**config.mk**
```make
export PLATFORM = sky130hd
export DESIGN_NAME = mem_sram_controller
export DESIGN_NICKNAME = d
export VERILOG_FILES = /design/src/rtl/mem_sram_controller.sv
export SDC_FILE = /design/constraint.sdc
export NUM_CORES = 1
export LEC_CHECK = 0
export CAP_MARGIN = 20
export CELL_PAD_IN_SITES_DETAIL_PLACEMENT = 1
export CELL_PAD_IN_SITES_GLOBAL_PLACEMENT = 2
export CORE_ASPECT_RATIO = 1.75
export CORE_UTILIZATION = 26
export DETAILED_ROUTE_END_ITERATION = 7
export PLACE_DENSITY_LB_ADDON = 0.1
export SETUP_SLACK_MARGIN = 0.5
export SLEW_MARGIN = 5
export SYNTH_ARGS = -nofsm -noshare
export SYNTH_HDL_FRONTEND = slang
export SYNTH_SLANG_ARGS = --single-unit
```
**constraint.sdc**
```tcl
create_clock -name i_clk -period 2.3 [get_ports i_clk]
set_clock_uncertainty 0.1 [all_clocks]
set_input_delay 0.575 -clock i_clk [delete_from_list [all_inputs] [get_ports i_clk]]
set_output_delay 0.575 -clock i_clk [all_outputs]
set_load 0.03 [all_outputs]
```
**src/rtl/mem_sram_controller.sv**
```systemverilog
// mem_sram_controller: EXE-stage memory responder.
// It serves each 32-bit load or store as two 16-bit accesses on an external
// asynchronous SRAM, low half first. o_ready stays low while an access is in
// flight so the pipeline freezes.
// Optional build macro MEM_SRAM_ALIGN_CHECK_EN adds o_misalign_err. With it
// defined, requests whose address is not word-aligned complete without
// touching the SRAM.
module mem_sram_controller #(
  parameter int unsigned WAIT_CYCLES     = 2,     // cycles per 16-bit phase, 1..15
  parameter int unsigned BASE_ADDR       = 1024,  // CPU byte address of SRAM word 0
  parameter int unsigned SRAM_ADDR_WIDTH = 18
) (
  input  logic                       i_clk,
  input  logic                       i_rst,        // synchronous, active-low
  input  logic                       i_mem_read,
  input  logic                       i_mem_write,
  input  logic [31:0]                i_address,
  input  logic [31:0]                i_write_data,
  output logic [31:0]                o_read_data,
  output logic                       o_ready,
  output logic [SRAM_ADDR_WIDTH-1:0] o_sram_addr,
  input  logic [15:0]                i_sram_dq_in,
  output logic [15:0]                o_sram_dq_out,
  output logic                       o_sram_dq_oe,
`ifdef MEM_SRAM_ALIGN_CHECK_EN
  output logic                       o_misalign_err,
`endif
  output logic                       o_sram_we_n
);

  typedef enum logic [2:0] {
    StIdle,
    StRdLo,
    StRdHi,
    StWrLo,
    StWrHi,
    StDone
  } state_e;

  localparam logic [3:0] LastCnt = 4'(WAIT_CYCLES - 1);

  state_e                     r_state;
  logic [3:0]                 r_cnt;
  logic [SRAM_ADDR_WIDTH-2:0] r_word;
  logic [31:0]                r_wdata;
  logic [31:0]                r_rdata;
  logic [SRAM_ADDR_WIDTH-1:0] r_sram_addr;
  logic [15:0]                r_dq_out;
  logic                       r_dq_oe;
  logic                       r_we_n;
`ifdef MEM_SRAM_ALIGN_CHECK_EN
  logic                       r_misalign;
`endif

  logic [31:0]                w_offset;
  logic [SRAM_ADDR_WIDTH-2:0] w_word;
  logic                       w_last;
  logic                       w_unused_offset;

  // Byte offset into the SRAM window. Only the word-index bits select SRAM data.
  assign w_offset        = i_address - 32'(BASE_ADDR);
  assign w_word          = w_offset[SRAM_ADDR_WIDTH:2];
  assign w_unused_offset = ^{w_offset[31:SRAM_ADDR_WIDTH+1], w_offset[1:0]};
  assign w_last          = (r_cnt == LastCnt);

  // Ready is low from the acceptance cycle through the last SRAM phase.
  assign o_ready = (r_state == StDone) ||
                   ((r_state == StIdle) && !i_mem_read && !i_mem_write);

  assign o_read_data   = r_rdata;
  assign o_sram_addr   = r_sram_addr;
  assign o_sram_dq_out = r_dq_out;
  assign o_sram_dq_oe  = r_dq_oe;
  assign o_sram_we_n   = r_we_n;
`ifdef MEM_SRAM_ALIGN_CHECK_EN
  assign o_misalign_err = r_misalign;
`endif

  // Access sequencer. SRAM strobes are set one edge ahead so that each phase
  // presents stable address, data and strobes from its first cycle.
  always_ff @(posedge i_clk) begin
    if (!i_rst) begin
      r_state     <= StIdle;
      r_cnt       <= 4'd0;
      r_word      <= '0;
      r_wdata     <= 32'd0;
      r_rdata     <= 32'd0;
      r_sram_addr <= '0;
      r_dq_out    <= 16'd0;
      r_dq_oe     <= 1'b0;
      r_we_n      <= 1'b1;
`ifdef MEM_SRAM_ALIGN_CHECK_EN
      r_misalign  <= 1'b0;
`endif
    end else begin
`ifdef MEM_SRAM_ALIGN_CHECK_EN
      r_misalign <= 1'b0;
`endif
      unique case (r_state)
        StIdle: begin
          if (i_mem_write || i_mem_read) begin
            r_word  <= w_word;
            r_wdata <= i_write_data;
            r_cnt   <= 4'd0;
`ifdef MEM_SRAM_ALIGN_CHECK_EN
            if (i_address[1:0] != 2'b00) begin
              r_state    <= StDone;
              r_misalign <= 1'b1;
            end else
`endif
            if (i_mem_write) begin
              r_state     <= StWrLo;
              r_sram_addr <= {w_word, 1'b0};
              r_dq_out    <= i_write_data[15:0];
              r_dq_oe     <= 1'b1;
              r_we_n      <= 1'b0;
            end else begin
              r_state     <= StRdLo;
              r_sram_addr <= {w_word, 1'b0};
            end
          end
        end
        StRdLo: begin
          if (w_last) begin
            r_rdata[15:0] <= i_sram_dq_in;
            r_state       <= StRdHi;
            r_cnt         <= 4'd0;
            r_sram_addr   <= {r_word, 1'b1};
          end else begin
            r_cnt <= r_cnt + 4'd1;
          end
        end
        StRdHi: begin
          if (w_last) begin
            r_rdata[31:16] <= i_sram_dq_in;
            r_state        <= StDone;
            r_cnt          <= 4'd0;
          end else begin
            r_cnt <= r_cnt + 4'd1;
          end
        end
        StWrLo: begin
          if (w_last) begin
            r_state     <= StWrHi;
            r_cnt       <= 4'd0;
            r_sram_addr <= {r_word, 1'b1};
            r_dq_out    <= r_wdata[31:16];
          end else begin
            r_cnt <= r_cnt + 4'd1;
          end
        end
        StWrHi: begin
          if (w_last) begin
            r_state <= StDone;
            r_cnt   <= 4'd0;
            r_we_n  <= 1'b1;
            r_dq_oe <= 1'b0;
          end else begin
            r_cnt <= r_cnt + 4'd1;
          end
        end
        StDone: begin
          r_state <= StIdle;
          r_cnt   <= 4'd0;
        end
        default: begin
          r_state <= StIdle;
          r_cnt   <= 4'd0;
          r_we_n  <= 1'b1;
          r_dq_oe <= 1'b0;
        end
      endcase
    end
  end

endmodule

```
# [After elaboration in Yosys (flattened, before gate mapping)]
# Index checks and enable logic that the tools add are counted.
# W data, S select, Z words.
[totals] regBits=124 in_bits=84 out_inout_bits=69 wordCells=70
[op_classes] add_sub_neg=2 n_eq_ne=13 n_mux=24 bitwise_logic=1 n_reduce_logical=20
[op_table] cell="$mux W16" count=3
[op_table] cell="$mux W18" count=2
[op_table] cell="$pmux W18 S2" count=1
[op_table] cell="$pmux W16 S2" count=1
[op_table] cell="$sub A19 B11 Y19 const B" count=1
[op_table] cell="$mux W3" count=4
[op_table] cell="$pmux W3 S4" count=1
[op_table] cell="$reduce_and A4 Y1" count=3
[op_table] cell="$mux W4" count=2
[op_table] cell="$ne A2 B2 Y1 const B" count=4
[op_table] cell="$pmux W4 S2" count=1
[op_table] cell="$reduce_or A4 Y1" count=2
[op_table] cell="$eq A3 B2 Y1 const B" count=2
[op_table] cell="$eq A3 B3 Y1 const B" count=2
[op_table] cell="$mux W1" count=6
[op_table] cell="$ne A2 B1 Y1 const B" count=3
[op_table] cell="$pmux W1 S3" count=2
[op_table] cell="$reduce_and A2 Y1" count=3
[op_table] cell="$add A4 B1 Y4 const B" count=1
[op_table] cell="$eq A4 B1 Y1 const B" count=1
[op_table] cell="$reduce_bool A2 Y1" count=2
[op_table] cell="$reduce_or A2 Y1" count=2
[op_table] cell="$eq A3 B1 Y1 const B" count=1
[op_table] cell="$logic_not A3 Y1" count=1
[op_table] cell="6 further kinds" count=9

# [Logic depth before layout (Yosys ltp)]
[logic_depth] ltp_word=4 depth_mapped=9 depth_no_buf=6

# [Worst setup path before layout]
# No wires, ideal clock.
[synth_timing] path_type="input -> register" from="in i_address[10]" to="reg r_sram_addr[15], in the netlist o_sram_addr[15]" arrival_ns=2.016 setup_slack_ns=0.113 stages=6 n_path_buf=0 cell_sequence="inv_1 ha_1 or4b_1 or3_1 a311o_1 a21oi_1"
[synth_between] elab_chain_cells=3
[synth_lines] element="from (decl)" line_no="17" source="input logic [31:0] i_address,"
[synth_lines] element="$sub A19 B11 Y19" line_no="61" source="assign w_offset = i_address - 32'(BASE_ADDR);"
[synth_lines] element="$mux W18" line_no="101" source="if (i_mem_write || i_mem_read) begin"
[synth_lines] element="$pmux W18 S2" line_no="99" source="unique case (r_state)"
[synth_lines] element="to (signal assigned)" line_no="113" source="r_sram_addr <= {w_word, 1'b0};"
[synth_lines] element="to (signal assigned)" line_no="119" source="r_sram_addr <= {w_word, 1'b0};"
[synth_lines] element="to (signal assigned)" line_no="128" source="r_sram_addr <= {r_word, 1'b1};"
[synth_lines] element="to (decl)" line_no="47" source="logic [SRAM_ADDR_WIDTH-1:0] r_sram_addr;"
# No other way between the ends. The select of a mux whose other input is x is not followed.
# A chain may end at the register's enable or synchronous reset.

# [Worst setup path in the final report]
[layout_timing] from="in i_mem_write" to="out o_ready"
[layout_between] elab_chain_cells=3
[layout_lines] element="from (decl)" line_no="16" source="input logic i_mem_write,"
[layout_lines] element="$logic_not A1 Y1" line_no="68" source="((r_state == StIdle) && !i_mem_read && !i_mem_write);"
[layout_lines] element="$logic_and A1 B1 Y1" line_no="68"
[layout_lines] element="$logic_or A1 B1 Y1" line_no="67" source="assign o_ready = (r_state == StDone) ||"
[layout_lines] element="to (decl)" line_no="20" source="output logic o_ready,"
# No other way between the ends.

==> run summary <==
The routability-driven placement congestion ratio is 0.778. Derived from the worst setup path, the maximum achievable clock frequency is 496 MHz. The most common cell after layout, fill and taps aside was nand2_1. The overall routed net length is 16000 µm, and the area taken by flip-flops and latches is 2180 µm². The wire length per cell after detailed routing was 17.0 µm; the count of nets after finishing was 796. The worst relative slew slack was 51.3%; the x dimension of the die was 103 µm. The count of inserted antenna diode cells was 0.

The worst setup path is captured at an output port. Dividing the detail-routed via count by the number of cells gives 4.72. The delay contributed by the slowest stage of the critical path is 300 ps, and the total of warnings raised by yosys is 0. In this run the power density over the cells is 1140 nW/µm². The worst-case IR drop observed on VDD is 0.542 mV. The logs give 0 for the residual DRC count and 3.24 mW for the switching power total. The flow ran to the end, and the final reports show no timing, DRC or antenna violations. The logs give 25000 µm for the global-route wire length before repair and 18400 µm² for the die outline area. Sequential cells account for 32.2% of the total power.

Averaged over all synthesized cells, the footprint is 8.45 µm². Critical path required time: 1620 ps. In this run switching power makes up 39.8% of total power.

The internal portion of the total power is 4.91 mW. The clock root buffer is clkbuf_16. After floorplanning, the core was sized to cover 17500 µm². The pin count of the biggest net entering global routing came out at 42.

The run gives -564 ps as the minimum setup slack after placement. The count of final hold-check violations was 0. Relative to the synthesized area, the layout overhead comes to 53.9%. The number of clock sinks is 108, and the power consumption is 8.14 mW. The post-route non-filler standard cell count is 945.

The worst hold path class is reg -> reg. For the setup slack of the most critical reg-to-reg path, the log shows 310 ps. Hold repair after CTS inserted 0 buffers.

The number of global-route vias before repair was 4776; the total leakage power was 2.88 nW. Fill cells in the final layout number 2100. The signal on the critical path passes through dlygate4sd2_1 > nor2_2 > nand2_2 > o31ai_4 > buf_12. The slack of the critical path is 284 ps, and the multi-input combinational cell area is 2520 µm². The finished cells cover 7140 µm². For this configuration, the core starts out at a cell density of 26.6%.

After clock tree synthesis, the clock-pin slew on the worst setup and hold paths is 80 ps. Setup repair after global routing could not meet its margin everywhere. The number of buffers and inverters on the critical path is 2, and the clock insertion delay at the later pin of the skew report is 350 ps. For the max-cap violation count, the log shows 0. By startpoint and endpoint, the worst setup path is classified as in -> out. Routed via count: 4460. The tools report the iteration-0 DRC count of the detailed router as 89. The tools report the timing startpoint of the critical path as i_mem_write. The family with the most delay on the worst path is buffers and inverters. After detailed placement, the total cell area comes to 6570 µm².

After layout, the worst path uses 87.6% of the clock period. The clock network accounts for 18.9% of the total power. The run gives 0 as the global route total overflow. Cell area after synthesis: 4640 µm². The run gives 46.6% as the share of the yosys chip area belonging to registers. Combinational cells account for 49.0% of the total power. The biggest fanout along the worst timing path came out at 5. The logs give 1340 ps for the data arrival time of the critical path and 0 for the remaining number of nets flagged by the antenna check after routing. For the final-report max-slew violation count, the log shows 0. The routed design could run at a clock period as short as 2020 ps.

Post-synthesis async set-or-reset flop share: 0%. The top cell types in the final layout, fill and taps aside, are 129 x nand2_1, 103 x dfxtp_1, 60 x clkdlybuf4s50_1. The number of placed I/O pins was 153. The actual transition at the worst max-transition pin came out at 730 ps.

For the number of buffers added by the clock tree synthesis step, the log shows 9. For the maximum clock path buffer count, the log shows 2. In this run, placement finished with an instance count of 913. The startpoint identified for the worst register-to-register timing path is r_cnt[1]$_SDFFE_PN0N_. Number of endpoints failing setup at the final stage: 0. The initial antenna violation count was 0.

The count of buffers added on input and output ports is 137. The worst setup path is launched from a primary input. Synthesis produced 549 cells. Row generation in the floorplan step produced 64 rows. After legalization and detailed placement, the total HPWL measured 10900 µm. The number of nets in the synthesized netlist is 636.

Counting flops and latches in the post-synthesis netlist gives 108. The die is 179 µm tall. The most frequently used flop master after synthesis was dfxtp_1. Cells fill 40.9% of the core in the end. Global routing consumed, over all layers together, 17.9% of the routing resources. The synthesized design contains 0 enable-type register cells.

For this run, the detailed router's first-pass iteration total came to 4. The largest individual stage delay along the critical path comes from the cell dlygate4sd2_1. TritonCTS built the clock tree. In this run the most critical hold path is launched from r_word[4]$_SDFFE_PN0P_. For the count of distinct cell types in the synthesized netlist, the log shows 51.

The number of H-tree levels is 3, and the fraction of final layout cells sized beyond drive strength 1 is 22.0%.
[per-layer routing]
metal | routed length [µm] | GRT usage, % | up-vias | part of all wire [%]
li1 | - | - | 2204 | -
met1 | 6200 | 18.7 | 2145 | 39
met2 | 8830 | 34.3 | 97 | 55
met3 | 794 | 4.09 | 14 | 4.9
met4 | 210 | 5.34 | 0 | 1.3
met5 | 0 | 0 | - | 0
[cells by family after synthesis]
| group | after synthesis | share of synthesized area, % |
|---|---|---|
| muxes | 17 | 3.67 |
| DFF | 108 | 46.6 |
| AOI/OAI and AO/OA | 146 | 21.9 |
| and+or+nand+nor | 219 | 20.9 |
| buffers and inverters | 47 | 4.37 |
| adders and majority gates | 4 | 1.03 |
| xor gates and xnor gates | 8 | 1.51 |
[worst register-to-register path, cell delays in order, from the launching register on]
cell       delay [ps]
dfxtp_4           350
inv_2              60
ha_4              120
or3b_4            420
o22a_4            270
bufbuf_16         290
o21ai_0           210
a21boi_2           80
[area by class of cell]
type | instances | share of cell area (%)
Tap cell | 231 | 4.05
Clock inverter | 5 | 0.631
Clock buffer | 11 | 3.40
Multi-Input combinational cell | 395 | 35.3
Inverter | 6 | 0.561
Timing Repair Buffer | 189 | 25.5
Sequential cell | 108 | 30.6
[per-stage QoR]
stage          TNS, ps  hold slack, ps
6_report             0             355
5_1_grt              0             373
4_1_cts              0             358
3_5_place_dp     -4170             344
3_3_place_gp     -3520             336
2_1_floorplan        0             334
[cells in the mapped netlist (7+ instances only)]
cell type | number | area, µm²
nand2_1 | 149 | 559
a311oi_1 | 8 | 70.1
nor2_1 | 22 | 82.6
dfxtp_1 | 108 | 2160
a21boi_0 | 40 | 300
a21boi_1 | 31 | 233
o21ai_0 | 29 | 145
clkbuf_1 | 29 | 109
buf_2 | 9 | 45.0
xnor2_1 | 7 | 61.3
or3_1 | 21 | 131
mux2i_1 | 17 | 170
a21oi_1 | 13 | 65.1
[repair_timing]
action	4_1_cts	5_1_grt
gates cloned	4	1
setup endpoints to repair	155	107
pin swaps	17	40
setup buffers	9	2
resized for setup	138	100
[power groups by stage]
stage	Combinational [mW]	Clock (mW)	Sequential (mW)
after floorplan	1.55	0	3.10
after global placement	3.47	0	2.65
after detailed placement	3.53	0	2.66
after CTS	3.96	1.61	2.62
after global routing	4.34	1.69	2.68
final	3.99	1.54	2.62
[worst paths after layout]
check                           cells past startpoint                             to
worst max-delay path                                5                        o_ready
worst max register to register                      7  o_sram_dq_out[7]$_SDFFE_PN0P_
worst min-delay path                                2         r_word[4]$_SDFFE_PN0P_
worst min register to register                      2         r_word[4]$_SDFFE_PN0P_
[registers in the layout, summed over array words and instances, names as in the netlist]
register and cells:
o_sram_we_n 1, r_word 17, r_cnt 4, r_state 3, o_sram_addr 18, o_sram_dq_out 16
r_wdata 16, o_sram_dq_oe 1, o_read_data 32
Note: power is estimated with default switching activity, not from simulation.
